<file path="src/rtl/uart_rx_fifo.sv">
// UART receiver for the MIDI input: synchronised rx line, mid-bit sampling, stop-bit framing
// checks and a show-ahead byte FIFO with valid/ready output and sticky error flags.
module uart_rx_fifo #(
    parameter int CLKS_PER_BIT = 3200,
    parameter int DATA_BITS    = 8,
    parameter int FIFO_DEPTH   = 4,
    parameter int SYNC_STAGES  = 2
) (
    input  logic                          clk_100mhz,
    input  logic                          reset_n,
    input  logic                          rx,
    output logic [DATA_BITS-1:0]          m_data,
    output logic                          m_valid,
    input  logic                          m_ready,
    output logic [$clog2(FIFO_DEPTH):0]   fifo_count,
    output logic                          frame_err,
    output logic                          overflow,
    output logic                          frame_err_sticky,
    input  logic                          clear_err,
    output logic [2:0]                    dbg_state_o
);

    localparam int CW   = $clog2(CLKS_PER_BIT);
    localparam int IW   = (DATA_BITS > 1) ? $clog2(DATA_BITS) : 1;
    localparam int AW   = $clog2(FIFO_DEPTH);
    localparam int CNTW = AW + 1;

    localparam logic [CW-1:0]   BIT_LAST  = CW'(CLKS_PER_BIT - 1);
    localparam logic [CW-1:0]   HALF_LAST = CW'(CLKS_PER_BIT / 2 - 1);
    localparam logic [IW-1:0]   IDX_LAST  = IW'(DATA_BITS - 1);
    localparam logic [CNTW-1:0] FULL_CNT  = CNTW'(FIFO_DEPTH);

    localparam logic [2:0] S_IDLE      = 3'd0;
    localparam logic [2:0] S_START     = 3'd1;
    localparam logic [2:0] S_DATA      = 3'd2;
    localparam logic [2:0] S_STOP      = 3'd3;
    localparam logic [2:0] S_WAIT_HIGH = 3'd4;

    // Handshake: a byte transfers on a rising clk edge where m_valid && m_ready are both high;
    // m_data is stable while m_valid is high and m_ready is low.

    logic [SYNC_STAGES-1:0] sync_q;
    logic [SYNC_STAGES-1:0] sync_vld_q;
    logic                   armed_q;
    logic                   rx_s;

    assign rx_s = sync_q[SYNC_STAGES-1];

    // After reset the receiver only arms once the real line has propagated through the
    // synchroniser and been seen high, so a frame cut by reset is never half-received.
    always_ff @(posedge clk_100mhz or negedge reset_n) begin
        if (!reset_n) begin
            sync_q     <= '1;
            sync_vld_q <= '0;
            armed_q    <= 1'b0;
        end else begin
            sync_q     <= {sync_q[SYNC_STAGES-2:0], rx};
            sync_vld_q <= {sync_vld_q[SYNC_STAGES-2:0], 1'b1};
            if (sync_vld_q[SYNC_STAGES-1] && rx_s) begin
                armed_q <= 1'b1;
            end
        end
    end

    logic [2:0]           state_q, state_d;
    logic [CW-1:0]        clks_q, clks_d;
    logic [IW-1:0]        idx_q, idx_d;
    logic [DATA_BITS-1:0] shift_q, shift_d;
    logic                 push;

    always_comb begin
        state_d   = state_q;
        clks_d    = clks_q;
        idx_d     = idx_q;
        shift_d   = shift_q;
        push      = 1'b0;
        frame_err = 1'b0;
        case (state_q)
            S_IDLE: begin
                if (armed_q && !rx_s) begin
                    state_d = S_START;
                    clks_d  = '0;
                end
            end
            S_START: begin
                if (clks_q == HALF_LAST) begin
                    clks_d  = '0;
                    idx_d   = '0;
                    state_d = rx_s ? S_IDLE : S_DATA;
                end else begin
                    clks_d = clks_q + CW'(1);
                end
            end
            S_DATA: begin
                if (clks_q == BIT_LAST) begin
                    clks_d         = '0;
                    shift_d[idx_q] = rx_s;
                    if (idx_q == IDX_LAST) begin
                        state_d = S_STOP;
                    end else begin
                        idx_d = idx_q + IW'(1);
                    end
                end else begin
                    clks_d = clks_q + CW'(1);
                end
            end
            S_STOP: begin
                if (clks_q == BIT_LAST) begin
                    clks_d = '0;
                    if (rx_s) begin
                        push    = 1'b1;
                        state_d = S_IDLE;
                    end else begin
                        frame_err = 1'b1;
                        state_d   = S_WAIT_HIGH;
                    end
                end else begin
                    clks_d = clks_q + CW'(1);
                end
            end
            S_WAIT_HIGH: begin
                if (rx_s) begin
                    state_d = S_IDLE;
                end
            end
            default: state_d = S_IDLE;
        endcase
    end

    always_ff @(posedge clk_100mhz or negedge reset_n) begin
        if (!reset_n) begin
            state_q <= S_IDLE;
            clks_q  <= '0;
            idx_q   <= '0;
            shift_q <= '0;
        end else begin
            state_q <= state_d;
            clks_q  <= clks_d;
            idx_q   <= idx_d;
            shift_q <= shift_d;
        end
    end

    assign dbg_state_o = state_q;

    logic [DATA_BITS-1:0] mem_q [FIFO_DEPTH];
    logic [AW-1:0]        wr_ptr_q, rd_ptr_q;
    logic [CNTW-1:0]      count_q;
    logic                 full, pop, wr_en, ovf_set;

    assign full    = (count_q == FULL_CNT);
    assign pop     = m_valid && m_ready;
    // A pop in the same cycle frees the head slot, so a full FIFO still accepts the push.
    assign wr_en   = push && (!full || pop);
    assign ovf_set = push && full && !pop;

    always_ff @(posedge clk_100mhz) begin
        if (wr_en) begin
            mem_q[wr_ptr_q] <= shift_q;
        end
    end

    always_ff @(posedge clk_100mhz or negedge reset_n) begin
        if (!reset_n) begin
            wr_ptr_q <= '0;
            rd_ptr_q <= '0;
            count_q  <= '0;
        end else begin
            if (wr_en) begin
                wr_ptr_q <= wr_ptr_q + AW'(1);
            end
            if (pop) begin
                rd_ptr_q <= rd_ptr_q + AW'(1);
            end
            case ({wr_en, pop})
                2'b10:   count_q <= count_q + CNTW'(1);
                2'b01:   count_q <= count_q - CNTW'(1);
                default: count_q <= count_q;
            endcase
        end
    end

    assign m_valid    = (count_q != '0);
    assign m_data     = m_valid ? mem_q[rd_ptr_q] : '0;
    assign fifo_count = count_q;

    logic overflow_q, frame_err_sticky_q;

    // A new error in the same cycle as clear_err takes priority.
    always_ff @(posedge clk_100mhz or negedge reset_n) begin
        if (!reset_n) begin
            overflow_q         <= 1'b0;
            frame_err_sticky_q <= 1'b0;
        end else begin
            overflow_q         <= ovf_set   ? 1'b1 : (clear_err ? 1'b0 : overflow_q);
            frame_err_sticky_q <= frame_err ? 1'b1 : (clear_err ? 1'b0 : frame_err_sticky_q);
        end
    end

    assign overflow         = overflow_q;
    assign frame_err_sticky = frame_err_sticky_q;

endmodule

</file>
<file path="config.mk">
export PLATFORM = sky130hd
export DESIGN_NAME = uart_rx_fifo
export DESIGN_NICKNAME = d
export VERILOG_FILES = /design/src/rtl/uart_rx_fifo.sv
export SDC_FILE = /design/constraint.sdc
export NUM_CORES = 1
export LEC_CHECK = 0
export BUFFER_PORTS_ARGS = -buffer_cell sky130_fd_sc_hd__buf_2
export CAP_MARGIN = 20
export CORE_MARGIN = 8
export CORE_UTILIZATION = 54
export DETAILED_ROUTE_END_ITERATION = 8
export PLACE_DENSITY = 0.77
export SLEW_MARGIN = 5
export SYNTH_ARGS = -nofsm -noshare
export SYNTH_HDL_FRONTEND = slang
export SYNTH_SLANG_ARGS = --single-unit
</file>
<file path="constraint.sdc">
create_clock -name clk_100mhz -period 2.3 [get_ports clk_100mhz]
set_input_delay 0 -clock clk_100mhz [delete_from_list [all_inputs] [get_ports clk_100mhz]]
set_output_delay 0 -clock clk_100mhz [all_outputs]
set_load 0.005 [all_outputs]
</file>
==> flow_summary.yaml <==
synthesis:
  synth-adder-area-share_pct: 3.09
  synth_top_family_by_area: "simple AND/OR/NAND/NOR gates"
  yosysSeqAreaShare_pct: 56.4
  synthArstFlopShare_pct: 55.6
  syn_avg_cell_area_um2: 12.6
  synth_cell_types: 53
  synth_xor_xnor_area_share_pct: 1.76
  synth_compound_area_share_pct: 8.05
  ys.flop_type: "dfrtp_1"
  synth_seq_cells: 72
  synth_edf_count: 32
  synth-simple-area-share_pct: 18.5
  syn_nets: 289
  ys.warnings.count: 0
  syn-cell-area_um2: 3480
  synthesis.instances: 276
  synthMuxAreaShare_pct: 8.99
finish:
  final_nets: 337
  utilization_pct: 64.5
  insertedDiodeCount: 0
  fin_cells: 406
  syn2layout_area_growth_pct: 16.4
  final_area_um2: 4050
  layout_commonest_cell: "dfrtp_1"
  drive_gt1_share_pct: 29.8
  final_cell_mix: "dfrtp_1 (38), edfxtp_1 (32), nand2_1 (26), buf_4 (25), buf_2 (22)"
  fillers: 474
global_routing:
  first_global_vias: 2331
  grt_pass1_wl_um: 11300
  gr-total-overflow: 0
  grt_usage_pct: 16.2
  grt_max_degree: 41
  antenna_found_initial: 0
detailed_routing:
  ant_nets: 0
  vias: 2342
  wl_per_cell_um: 16.5
  first_pass_iters: 4
  vias_per_cell: 5.77
  routed_wl_um: 6710
  drtIter0Drc: 107
  drc: 0
place:
  place_area_um2: 3790
  placed_cells: 383
  gp_congestion: 0.838
  dp_hpwl_um: 4720
  io_buffers: 22
min_path:
  hold_depth: 2
  hold_start: "rx"
  holdPathEnd: "sync_q[0]"
  holdCritPathClass: "input pin to register"
sta:
  timing.final.crit_share_pct: 96.5
  grt_setup_unrepaired: "true"
  worst_pin_slew_ns: 0.871
  min_period_ns: 2.22
  finalSetupViolations: 0
  slew_viol_final: 0
  relSlewSlack_pct: 41.9
  fmaxAchievable_mhz: 451
  skew_ns: 0.00897
  final_hold_viol_count: 0
setup_path:
  critPathMaxFanout: 8
  cp_data_arrival_time_ns: 2.27
  worst_setup_path_start_kind: "register"
  worstReg2RegStart: "clks_q[8]"
  crit_required_ns: 2.35
  criticalPathCategory: "register to register"
  r2r-end: "mem_q[0][5]"
  cp-end-kind: "register"
  r2r_cells: 4
  r2r_slack_ns: 0.08
clock_network:
  clk_transition_reported_paths_ns: 0.08
  clockBufferDepth: 2
  clockRootBuffer: "clkbuf_8"
  htreeDepth: 3
  clk_latency_ns: 0.36
  cts_tree: "built"
  numCtsBuffers: 9
  cts.sinks: 72
floorplan:
  rows: 29
  design.core.area_um2: 6280
  start_util_pct: 55.5
  die_h_um: 96.3
  dieArea_um2: 9270
  io_pins: 23
  die_x_um: 96.3
power_and_ir_drop:
  leakagePower_nw: 1.74
  power_density_nw_per_um2: 780
  peakVddDrop_mv: 0.661
run:
  drv_cap: 0
run_status:
  outcome: "finished, final reports clean"
[critical path, stage by stage, from the launching register on]
cell,delay (ns)
dfrtp_1,0.38
or3b_4,0.43
or4_1,0.48
nor3b_4,0.30
and2_2,0.32
[area by class of cell]
type | count | area [um^2] | share of cell area [%]
flip-flops and latches | 72 | 1960 | 48.5
multi-input cells | 181 | 1430 | 35.3
repair buffers | 51 | 338 | 8.34
clock buffers | 9 | 124 | 3.06
well taps | 77 | 96.3 | 2.38
clock inverters | 7 | 62.6 | 1.54
inverters | 9 | 33.8 | 0.834
[repair_timing]
action,in CTS,in global routing
setup endpoints to repair,0,41
hold buffers,4,0
resized for setup,0,3
buffers inserted,0,3
hold endpoints to repair,42,0
[stage by stage]
step / total power (W) / setup TNS [ns] / hold slack, ns / setup slack [ns]
6_report: 0.00316 / 0 / 0.283 / 0.0812
5_1_grt: 0.00334 / -0.942 / 0.276 / -0.0486
4_1_cts: 0.00320 / 0 / 0.267 / 0.0826
3_5_place_dp: 0.00225 / 0 / 0.107 / 0.101
3_3_place_gp: 0.00224 / 0 / 0.107 / 0.112
2_1_floorplan: 0.00201 / 0 / -0.296 / 0.000387
[synth_stat cells, drive strengths merged, types with 8 or more instances]
master	instances	area, um^2
mux2	10	113
edfxtp	32	961
nand3	8	40.0
mux4	8	180
nor4	9	108
o21ai	14	70.1
nor2b	10	62.6
nor3	8	40.0
clkbuf	9	33.8
inv	9	33.8
dfrtp	38	951
nand2	26	97.6
nor2	11	41.3
[layer usage]
layer | vias to the layer above | global-route usage, % | part of all wire [%]
met5 | - | 0 | 0
met1 | 1141 | 21.2 | 46
li1 | 1129 | - | -
met4 | 0 | 7.68 | 1.5
met3 | 8 | 3.90 | 4.7
met2 | 64 | 25.0 | 48
[worst max-delay path by stage]
stage	start	slack [ns]	end	depth (start not counted)
floorplan	clks_q[7]	0.0004	fifo_count[2]	8
global route	clks_q[8]	-0.05	mem_q[3][7]	4
CTS	clks_q[8]	0.08	mem_q[0][7]	4
detailed placement	clks_q[8]	0.10	shift_q[6]	5
global placement	clks_q[8]	0.11	mem_q[1][2]	4
finish	clks_q[8]	0.08	mem_q[0][5]	4
[logic make-up after synthesis]
family                     after synthesis
AOI/OAI and AO/OA                       42
xor gates and xnor gates                 7
adders and majority gates                8
buffers and inverters                   23
DFF                                     72
muxes                                   20
other                                    1
and+or+nand+nor                        103
[report_power, final]
group	leakage [nW]	total (W)	internal [W]	switching, W
clock network	0.0923	0.000936	0.000411	0.000525
registers	0.888	0.00161	0.00144	0.000173
logic	0.758	0.000610	0.000313	0.000297
total	1.74	0.00316	0.00217	0.000995
[state kept, by name, summed over array words and instances, names as in the netlist]
signal	cells
mem_q	32
clks_q	12
shift_q	8
dbg_state_o	3
fifo_count	3
idx_q	3
rd_ptr_q	2
sync_q	2
sync_vld_q	2
wr_ptr_q	2
armed_q	1
frame_err_sticky	1
overflow	1
No activity file was read; power rests on OpenSTA's default activity.
